### config.mk
export PLATFORM = sky130hd
export DESIGN_NAME = mic_fir_mac_flat
export DESIGN_NICKNAME = d
export VERILOG_FILES = /design/src/rtl/mic_fir_mac_if.sv /design/src/rtl/mic_fir_mac.sv /design/src/flat_wrapper.sv
export SDC_FILE = /design/constraint.sdc
export NUM_CORES = 2
export LEC_CHECK = 0
export CORE_MARGIN = 10
export CORE_UTILIZATION = 45
export DETAILED_ROUTE_END_ITERATION = 12
export PLACE_DENSITY = 0.64
export SLEW_MARGIN = 30
export SYNTH_ARGS = -nofsm -noshare
export SYNTH_HDL_FRONTEND = slang
export SYNTH_SLANG_ARGS = --single-unit
### constraint.sdc
create_clock -name clk_clk -period 8.7 [get_ports clk_clk]
set_input_delay 1.305 -clock clk_clk [delete_from_list [all_inputs] [get_ports clk_clk]]
set_output_delay 1.305 -clock clk_clk [all_outputs]
set_load 0.03 [all_outputs]
### src/rtl/mic_fir_mac_if.sv
// Sample stream, control and coefficient-RAM read port of mic_fir_mac.
// master is the host/RAM side; slave is the filter datapath.
interface mic_fir_mac_if #(
  parameter int unsigned ADDR_W = 9
);
  logic [31:0]       cntl;
  logic              filt_rst;
  logic              in_valid;
  logic [15:0]       in_data;
  logic              in_ready;
  logic              out_valid;
  logic [15:0]       out_data;
  logic              overrun;
  logic [ADDR_W-1:0] mem_address;
  logic              mem_chipselect;
  logic              mem_clken;
  logic              mem_write;
  logic [31:0]       mem_writedata;
  logic [3:0]        mem_byteenable;
  logic [31:0]       mem_readdata;

  modport master (
    output cntl, filt_rst, in_valid, in_data, mem_readdata,
    input  in_ready, out_valid, out_data, overrun,
    input  mem_address, mem_chipselect, mem_clken, mem_write, mem_writedata, mem_byteenable
  );

  modport slave (
    input  cntl, filt_rst, in_valid, in_data, mem_readdata,
    output in_ready, out_valid, out_data, overrun,
    output mem_address, mem_chipselect, mem_clken, mem_write, mem_writedata, mem_byteenable
  );
endinterface

### src/rtl/mic_fir_mac.sv
// Streaming FIR for the microphone chain: per accepted sample, fetches NTAPS
// coefficients from a RAM read port and MACs them against a register history.
module mic_fir_mac #(
  parameter int unsigned NTAPS     = 64,
  parameter int unsigned ADDR_W    = 9,
  parameter int unsigned COEF_BASE = 0,
  parameter int unsigned RD_LAT    = 1,
  parameter int unsigned ACC_W     = 40
) (
  input  logic          clk_clk,
  input  logic          reset_reset_n,
  mic_fir_mac_if.slave  bus
);

  localparam int unsigned IDX_W = (NTAPS > 1) ? $clog2(NTAPS) : 1;
  localparam logic [IDX_W-1:0] LAST_TAP = IDX_W'(NTAPS - 1);
  localparam logic [ADDR_W-1:0] BASE_ADDR = ADDR_W'(COEF_BASE);
  localparam logic signed [ACC_W-1:0] SAT_MAX = ACC_W'(32767);
  localparam logic signed [ACC_W-1:0] SAT_MIN = ACC_W'(-32768);

  typedef enum logic [1:0] {
    S_IDLE,
    S_FETCH,
    S_DRAIN,
    S_OUT
  } state_t;

  state_t                   state;
  logic signed [15:0]       hist [NTAPS];
  logic [4:0]               sh;
  logic [IDX_W-1:0]         tap;
  logic [RD_LAT-1:0]        rp_vld;
  logic [RD_LAT-1:0]        rp_last;
  logic [IDX_W-1:0]         rp_idx [RD_LAT];
  logic signed [31:0]       prod;
  logic                     prod_vld;
  logic                     prod_last;
  logic signed [ACC_W-1:0]  acc;

  logic signed [15:0]       coef_c;
  logic signed [ACC_W-1:0]  acc_sum_c;
  logic signed [ACC_W-1:0]  shifted_c;
  logic signed [15:0]       sat_c;
  logic                     unused_bits;

  assign coef_c      = bus.mem_readdata[15:0];
  assign unused_bits = ^{bus.cntl[31:6], bus.mem_readdata[31:16]};

  // Final sum includes the product still in flight, so the result is ready
  // on the same edge that retires the last tap.
  always_comb begin
    acc_sum_c = acc + ACC_W'(prod);
    shifted_c = acc_sum_c >>> sh;
    sat_c     = shifted_c[15:0];
    if (shifted_c > SAT_MAX) begin
      sat_c = 16'sh7fff;
    end else if (shifted_c < SAT_MIN) begin
      sat_c = 16'sh8000;
    end
  end

  always_ff @(posedge clk_clk or negedge reset_reset_n) begin
    if (!reset_reset_n) begin
      state              <= S_IDLE;
      for (int i = 0; i < int'(NTAPS); i++) hist[i] <= '0;
      sh                 <= '0;
      tap                <= '0;
      rp_vld             <= '0;
      rp_last            <= '0;
      for (int i = 0; i < int'(RD_LAT); i++) rp_idx[i] <= '0;
      prod               <= '0;
      prod_vld           <= 1'b0;
      prod_last          <= 1'b0;
      acc                <= '0;
      bus.in_ready       <= 1'b1;
      bus.out_valid      <= 1'b0;
      bus.out_data       <= '0;
      bus.overrun        <= 1'b0;
      bus.mem_address    <= BASE_ADDR;
      bus.mem_chipselect <= 1'b0;
      bus.mem_clken      <= 1'b0;
      bus.mem_write      <= 1'b0;
      bus.mem_writedata  <= '0;
      bus.mem_byteenable <= 4'hF;
    end else begin
      bus.mem_clken      <= 1'b1;
      bus.mem_write      <= 1'b0;
      bus.mem_writedata  <= '0;
      bus.mem_byteenable <= 4'hF;
      bus.out_valid      <= 1'b0;

      if (bus.filt_rst) begin
        // Soft clear drops everything in flight, including a same-cycle sample.
        state              <= S_IDLE;
        for (int i = 0; i < int'(NTAPS); i++) hist[i] <= '0;
        tap                <= '0;
        rp_vld             <= '0;
        rp_last            <= '0;
        prod               <= '0;
        prod_vld           <= 1'b0;
        prod_last          <= 1'b0;
        acc                <= '0;
        bus.in_ready       <= 1'b1;
        bus.overrun        <= 1'b0;
        bus.mem_address    <= BASE_ADDR;
        bus.mem_chipselect <= 1'b0;
      end else begin
        // Read-return pipeline tags each returning word with its tap index.
        rp_vld[0]  <= bus.mem_chipselect;
        rp_last[0] <= bus.mem_chipselect && (tap == LAST_TAP);
        rp_idx[0]  <= tap;
        for (int i = 1; i < int'(RD_LAT); i++) begin
          rp_vld[i]  <= rp_vld[i-1];
          rp_last[i] <= rp_last[i-1];
          rp_idx[i]  <= rp_idx[i-1];
        end

        prod_vld  <= rp_vld[RD_LAT-1];
        prod_last <= rp_last[RD_LAT-1];
        if (rp_vld[RD_LAT-1]) begin
          prod <= 32'(coef_c) * 32'(hist[rp_idx[RD_LAT-1]]);
        end
        if (prod_vld) begin
          acc <= acc_sum_c;
        end

        if (bus.in_valid && !bus.in_ready) begin
          bus.overrun <= 1'b1;
        end

        case (state)
          S_IDLE: begin
            if (bus.in_valid) begin
              if (bus.cntl[0]) begin
                hist[0] <= bus.in_data;
                for (int i = 1; i < int'(NTAPS); i++) hist[i] <= hist[i-1];
                sh                 <= bus.cntl[5:1];
                acc                <= '0;
                tap                <= '0;
                bus.mem_address    <= BASE_ADDR;
                bus.mem_chipselect <= 1'b1;
                bus.in_ready       <= 1'b0;
                state              <= S_FETCH;
              end else begin
                bus.out_data  <= bus.in_data;
                bus.out_valid <= 1'b1;
              end
            end
          end

          S_FETCH: begin
            if (tap == LAST_TAP) begin
              bus.mem_address    <= BASE_ADDR;
              bus.mem_chipselect <= 1'b0;
              state              <= S_DRAIN;
            end else begin
              tap             <= tap + IDX_W'(1);
              bus.mem_address <= ADDR_W'(COEF_BASE + 32'(tap) + 32'd1);
            end
          end

          S_DRAIN: begin
            if (prod_vld && prod_last) begin
              bus.out_data  <= sat_c;
              bus.out_valid <= 1'b1;
              state         <= S_OUT;
            end
          end

          S_OUT: begin
            bus.in_ready <= 1'b1;
            state        <= S_IDLE;
          end

          default: begin
            bus.in_ready <= 1'b1;
            state        <= S_IDLE;
          end
        endcase
      end
    end
  end

endmodule

### src/flat_wrapper.sv
// flat-port wrapper written by rule: the top's interface ports become plain ports
module mic_fir_mac_flat 
#(
  parameter int unsigned NTAPS     = 64,
  parameter int unsigned ADDR_W    = 9,
  parameter int unsigned COEF_BASE = 0,
  parameter int unsigned RD_LAT    = 1,
  parameter int unsigned ACC_W     = 40
)
  (clk_clk, reset_reset_n, bus_cntl, bus_filt_rst, bus_in_valid, bus_in_data, bus_mem_readdata, bus_in_ready, bus_out_valid, bus_out_data, bus_overrun, bus_mem_address, bus_mem_chipselect, bus_mem_clken, bus_mem_write, bus_mem_writedata, bus_mem_byteenable);
  mic_fir_mac_if #(.ADDR_W(ADDR_W)) bus_i ();
  input  logic clk_clk;
  input  logic reset_reset_n;
  input wire logic [$bits(bus_i.cntl)-1:0] bus_cntl;
  input wire logic [$bits(bus_i.filt_rst)-1:0] bus_filt_rst;
  input wire logic [$bits(bus_i.in_valid)-1:0] bus_in_valid;
  input wire logic [$bits(bus_i.in_data)-1:0] bus_in_data;
  input wire logic [$bits(bus_i.mem_readdata)-1:0] bus_mem_readdata;
  output wire logic [$bits(bus_i.in_ready)-1:0] bus_in_ready;
  output wire logic [$bits(bus_i.out_valid)-1:0] bus_out_valid;
  output wire logic [$bits(bus_i.out_data)-1:0] bus_out_data;
  output wire logic [$bits(bus_i.overrun)-1:0] bus_overrun;
  output wire logic [$bits(bus_i.mem_address)-1:0] bus_mem_address;
  output wire logic [$bits(bus_i.mem_chipselect)-1:0] bus_mem_chipselect;
  output wire logic [$bits(bus_i.mem_clken)-1:0] bus_mem_clken;
  output wire logic [$bits(bus_i.mem_write)-1:0] bus_mem_write;
  output wire logic [$bits(bus_i.mem_writedata)-1:0] bus_mem_writedata;
  output wire logic [$bits(bus_i.mem_byteenable)-1:0] bus_mem_byteenable;
  assign bus_i.cntl = bus_cntl;
  assign bus_i.filt_rst = bus_filt_rst;
  assign bus_i.in_valid = bus_in_valid;
  assign bus_i.in_data = bus_in_data;
  assign bus_i.mem_readdata = bus_mem_readdata;
  assign bus_in_ready = bus_i.in_ready;
  assign bus_out_valid = bus_i.out_valid;
  assign bus_out_data = bus_i.out_data;
  assign bus_overrun = bus_i.overrun;
  assign bus_mem_address = bus_i.mem_address;
  assign bus_mem_chipselect = bus_i.mem_chipselect;
  assign bus_mem_clken = bus_i.mem_clken;
  assign bus_mem_write = bus_i.mem_write;
  assign bus_mem_writedata = bus_i.mem_writedata;
  assign bus_mem_byteenable = bus_i.mem_byteenable;
  mic_fir_mac #(.NTAPS(NTAPS), .ADDR_W(ADDR_W), .COEF_BASE(COEF_BASE), .RD_LAT(RD_LAT), .ACC_W(ACC_W)) u_core (.clk_clk(clk_clk), .reset_reset_n(reset_reset_n), .bus(bus_i));
endmodule
======== Word-level counts from Yosys, hierarchy flattened ========
Cells that the tools add are included.
operators by class
  add/sub/neg operators ................... 3
  $mul .................................... 1
  order comparisons ....................... 3
  equality and inequality tests ........... 12
  shift operators ......................... 1
  multiplexer cells ....................... 56
  bitwise operators ....................... 2
  reductions and logical operators ........ 21
operator list
  kind                  count
  $mux 1024             4
  $mux 40               5
  $mux 16               7
  $bmux 16 s6           1
  $mux 32               2
  $add 40x32->40        1
  $gt 40x16->1 const B  1
  $lt 40x16->1 const B  1
  $sshr 40x5->40        1
  $mux 9                4
  $mul 16x16->32        1
  $pmux 16 s2           1
  $mux 6                4
  $pmux 9 s2            1
  $mux 1                17
  $reduce_and 4->1      4
  $pmux 6 s2            1
  $reduce_bool 2->1     6
  $mux 2                5
  $ne 3x3->1 const B    3
  $reduce_and 3->1      3
  $pmux 2 s4            1
  $add 6x1->7 const B   1
  $ge 7x7->1 const B    1
  other kinds (15)      23
word-level totals
  register bits after elaboration ......... 1149
  bits of input ports ..................... 84
  output and inout bits ................... 67
  word-level logic and storage cells ...... 180

======== Longest topological paths before layout ========
  depth after elaboration ................. 7
  mapped depth ............................ 34
  mapped depth without buffers ............ 29

======== Worst setup path after synthesis ========
No wires, ideal clock.
  path kind ............................... reg-to-reg
  from .................................... register u_core.rp_idx[0] in the netlist's numbering
  to ...................................... register u_core.prod[28]
  setup time .............................. 0.122 ns
  arrival time ............................ 9.489 ns
  data required time ...................... 8.578 ns
  setup slack ............................. -0.911 ns
  cell stages (with the launch flop) ...... 31
  buffers on the path ..................... 5
  clock period less this slack ............ 9.611 ns
  cells stage by stage .................... dfrtp_1 > clkbuf_1 > buf_1 > buf_1 > buf_1 > mux4_2 > mux4_2 > mux4_2 > clkbuf_1 > nand2_1 > fa_1 > fa_1 > inv_1 > fa_1 > fa_1 > fa_1 > inv_1 > fa_1 > inv_1 > ha_1 > a21oi_1 > o21bai_1 > a21o_1 > a221o_1 > a311o_1 > a21o_1 > a21o_1 > and4_1 > o31a_1 > or3_1 > a32o_1
between the ends
  word-level cells in the longest chain between the ends .. 7
ends and longest elaborated chain
  element                                     RTL line            text
  from (decl)                                 mic_fir_mac.sv:34   logic [IDX_W-1:0] rp_idx [RD_LAT];
  from (signal, indexed assignment)           mic_fir_mac.sv:115  rp_idx[i] <= rp_idx[i-1];
  $not 6->7 (not written as such)             mic_fir_mac.sv:121  prod <= 32'(coef_c) * 32'(hist[rp_idx[RD_LAT-1]]);
  $bmux 16 s6                                 mic_fir_mac.sv:121
  $mux 16 (not written as such) (2 in a row)  mic_fir_mac.sv:121
  $mul 16x16->32                              mic_fir_mac.sv:121
  $mux 32                                     mic_fir_mac.sv:120  if (rp_vld[RD_LAT-1]) begin
  $mux 32                                     mic_fir_mac.sv:92   if (bus.filt_rst) begin
  to (signal assigned)                        mic_fir_mac.sv:121
  to (decl)                                   mic_fir_mac.sv:35   logic signed [31:0] prod;
Every way passes these cells. The select of a mux whose other input is x is not followed.
A chain may end at the register's enable or synchronous reset.

======== Final worst setup path ========
Same ends and word-level chain as after synthesis.

==> reports/metrics.cfg <==
[sta]
worst_max_slew_margin_expressed_relative_to_the_limit_pct=27.8
period_share_pct=104
rsz0062_at_grt=yes
post-route-min-period_ns=9.06
setup-violations-final=5
clock_skew_ns=0.0547
fmax_mhz=110
tightest_slew_ns=1.08
number_of_pins_exceeding_their_max_slew_limit_in_the_final_report=0
post-route-worst-setup-slack_ns=-0.357
final_hold_viol_count=0

[cts]
clock_latency_ns=0.76
cts.sink_count=1147
cts.reportedPaths.clkPinSlew_ns=0.06
tritoncts=built
ctsHtreeMaxLevel=3
root_buffer=sky130_fd_sc_hd__clkbuf_16
cts_made_buffers=121
ctsLongestPathBuffers=3

[placement]
gp_congestion=0.916
placed_cell_area_um2=68000
placed_cells_incl_taps=6908
portBuffers=69
preCtsSetupSlack_ns=-0.580
detailedPlacementHpwl_um=97300

[logic_synthesis]
synth_area_per_cell_um2=12.5
yosys_most_used_dff=sky130_fd_sc_hd__dfrtp_1
synth_area_leaders=sky130_fd_sc_hd__dfrtp_1, sky130_fd_sc_hd__a22o_1, sky130_fd_sc_hd__mux4_2
netlist.top_cell.by_area=sky130_fd_sc_hd__dfrtp_1
synthArstFlopShare_pct=100
ys_seq_area_share_pct=44.6
post_synth_instance_area_um2=64400
synth_enable_flop_cells=0
yosys_warnings=0
synth_top_area_share_pct=44.5
synth_cells=5165
ys_ff_latch=1147
ys_types=95

[floorplanning]
floorplan.die.height_um=398
floorplan.die.width_um=398
die-area_um2=159000
placeableCoreArea_um2=142000
ios=151
placement_rows=138
floorplan.initialDensity_pct=45.4

[finish]
layout.cells.most_common=sky130_fd_sc_hd__dfrtp_1
syn2layout_area_growth_pct=13.3
finalNetCount=5653
design_area_um2=73000
final_util_pct=51.4
fraction_of_layout_cells_with_a_size_suffix_above_1_pct=17.3
most-common-layout-cells=sky130_fd_sc_hd__dfrtp_1, sky130_fd_sc_hd__a22o_1, sky130_fd_sc_hd__mux4_2
finish.cell_count_without_fillers=7170

[drt]
detail_route.drc_violations=0
drt-vias-per-instance=6.07
totalWireLength_um=153000
wl_per_cell_um=21.4
dr.first_iter.drc_count=3976
via_count=43500
ant_nets=0
drt_first_pass_iters=6

[grt]
grt_antenna_before_repair=9
grt_pass1_vias=43900
grt.overflow.total=0
global_route.usage.total_pct=18.9
grt_first_pass_wirelength_um=248000
grt_start_max_net_pins=215

[outcome]
failed_checks=negative setup slack
outcome=finished with violations

[critical_path]
setup.worst_path.start_class=register
timing.critical_path.mode_cell=sky130_fd_sc_hd__fa_1
slowest_delay_ns=0.57
timing.critical_path.to_type=register
critPathArrivalTime_ns=9.65
wp_buf_inv=7
worst_ep_required_time_ns=9.30
cp_slowest_cell=sky130_fd_sc_hd__mux4_2
setup.worst_path.class=reg2reg
critPathMaxFanout=7
critPathTopFamily=adder cells

[job]
cap_viol_max_count=0

[pwr]
pwr_total_uw=16100
ir_worst_vdd_mv=0.185
power.leakage_uw=0.0336
powerDensity_nw_per_um2=220

[min_path]
hold_path.class=reg2reg

registers in the layout, summed over array words and instances, names as in the netlist, 2 cells and up:
name,flops
u_core.acc,40
u_core.bus.mem_address,7
u_core.bus.out_data,16
u_core.hist,1024
u_core.prod,32
u_core.rp_idx,6
u_core.sh,5
u_core.state,2
u_core.tap,6
area by class of cell:
type                            instances  area, um2
Fill cell                           12100      69000
Multi-Input combinational cell       3274      33100
Sequential cell                      1147      28700
Timing Repair Buffer                  320       3520
Clock buffer                          175       3450
Tap cell                             1890       2360
Inverter                              315       1180
Clock inverter                         45        612
Antenna cell                            4       10.0
worst reg2reg max path, delay by kind of cell (launching register included):
family / cells / cell delay (ns)
DFF: 1 / 0.44
muxes: 3 / 1.58
buffers and inverters: 7 / 0.92
AOI/OAI and AO/OA: 8 / 2.17
adders and majority gates: 7 / 2.77
and+or+nand+nor: 4 / 1.09
synth_stat cells, types with 14 or more instances:
| library cell | instances |
|---|---|
| sky130_fd_sc_hd__nand2_1 | 228 |
| sky130_fd_sc_hd__o21a_1 | 16 |
| sky130_fd_sc_hd__a21o_1 | 45 |
| sky130_fd_sc_hd__a211oi_1 | 27 |
| sky130_fd_sc_hd__buf_4 | 41 |
| sky130_fd_sc_hd__clkbuf_1 | 361 |
| sky130_fd_sc_hd__dfrtp_1 | 1146 |
| sky130_fd_sc_hd__mux4_2 | 346 |
| sky130_fd_sc_hd__mux2i_1 | 85 |
| sky130_fd_sc_hd__xor2_1 | 25 |
| sky130_fd_sc_hd__o211ai_1 | 35 |
| sky130_fd_sc_hd__buf_1 | 56 |
| sky130_fd_sc_hd__fa_1 | 263 |
| sky130_fd_sc_hd__a31oi_1 | 14 |
| sky130_fd_sc_hd__and3_1 | 21 |
| sky130_fd_sc_hd__a22o_1 | 1028 |
| sky130_fd_sc_hd__a21oi_1 | 110 |
| sky130_fd_sc_hd__o21ai_0 | 92 |
| sky130_fd_sc_hd__nand3_1 | 56 |
| sky130_fd_sc_hd__mux2_2 | 19 |
| sky130_fd_sc_hd__inv_1 | 312 |
| sky130_fd_sc_hd__nor2b_1 | 21 |
| sky130_fd_sc_hd__nor3_1 | 41 |
| sky130_fd_sc_hd__and2_1 | 169 |
| sky130_fd_sc_hd__nor2_1 | 198 |
| sky130_fd_sc_hd__xnor2_1 | 45 |
| sky130_fd_sc_hd__nand4_1 | 16 |
| sky130_fd_sc_hd__ha_1 | 127 |
final timing paths:
| check | depth (start not counted) | startpoint | slack [ns] | end |
|---|---|---|---|---|
| setup / recovery | 29 | u_core.rp_idx[0] | -0.36 | u_core.prod[28] |
| hold / removal | 2 | u_core.bus.mem_address[3] | 0.47 | u_core.bus.mem_address[3] |
| setup reg to reg | 29 | u_core.rp_idx[0] | -0.36 | u_core.prod[28] |
| hold reg to reg | 2 | u_core.bus.mem_address[3] | 0.47 | u_core.bus.mem_address[3] |
| max in group asynchronous | 4 | reset_reset_n | 5.98 | u_core.hist[974] |
| min in group asynchronous | 1 | reset_reset_n | 0.61 | u_core.acc[34] |
power breakdown:
group | total (uW) | internal [uW] | switching, uW
clock | 5260 | 3080 | 2180
combinational | 5310 | 2100 | 3210
sequential | 5510 | 5430 | 87.2
through the flow:
stage	TNS, ns	hold slack [ns]
3_3_place_gp	-2.20	0.451
3_5_place_dp	-2.44	0.461
4_1_cts	-1.16	0.469
2_1_floorplan	0	0.439
5_1_grt	-2.86	0.495
6_report	-0.726	0.467
layer usage:
layer / part of all wire [%] / global-route usage [%] / routed length, um / vias up
li1: - / - / - / 19300
met1: 47 / 28.3 / 71700 / 23100
met2: 46 / 29.1 / 71200 / 984
met3: 4.8 / 2.79 / 7410 / 198
met4: 2.1 / 4.68 / 3180 / 0
met5: 0 / 0 / 0 / -
kinds of logic (layout without fill, tap and decap cells):
group,Yosys count,count (layout),share of synthesized area (%)
xor gates and xnor gates,70,70,0.952
DFF,1147,1147,44.6
adders and majority gates,390,390,10.6
AOI/OAI and AO/OA,1498,1498,19.0
and+or+nand+nor,822,822,6.25
muxes,450,454,13.8
other,2,44,0.0117
buffers and inverters,786,855,4.85
timing repair:
item,in CTS,in global routing
gates resized for setup,22,54
pin swaps,6,30
gates cloned,4,8
setup buffers,12,11
endpoints found under the setup margin,8,9
hold endpoints to repair,0,0
hold buffers,0,0
Power figures use the tool's default switching activity.
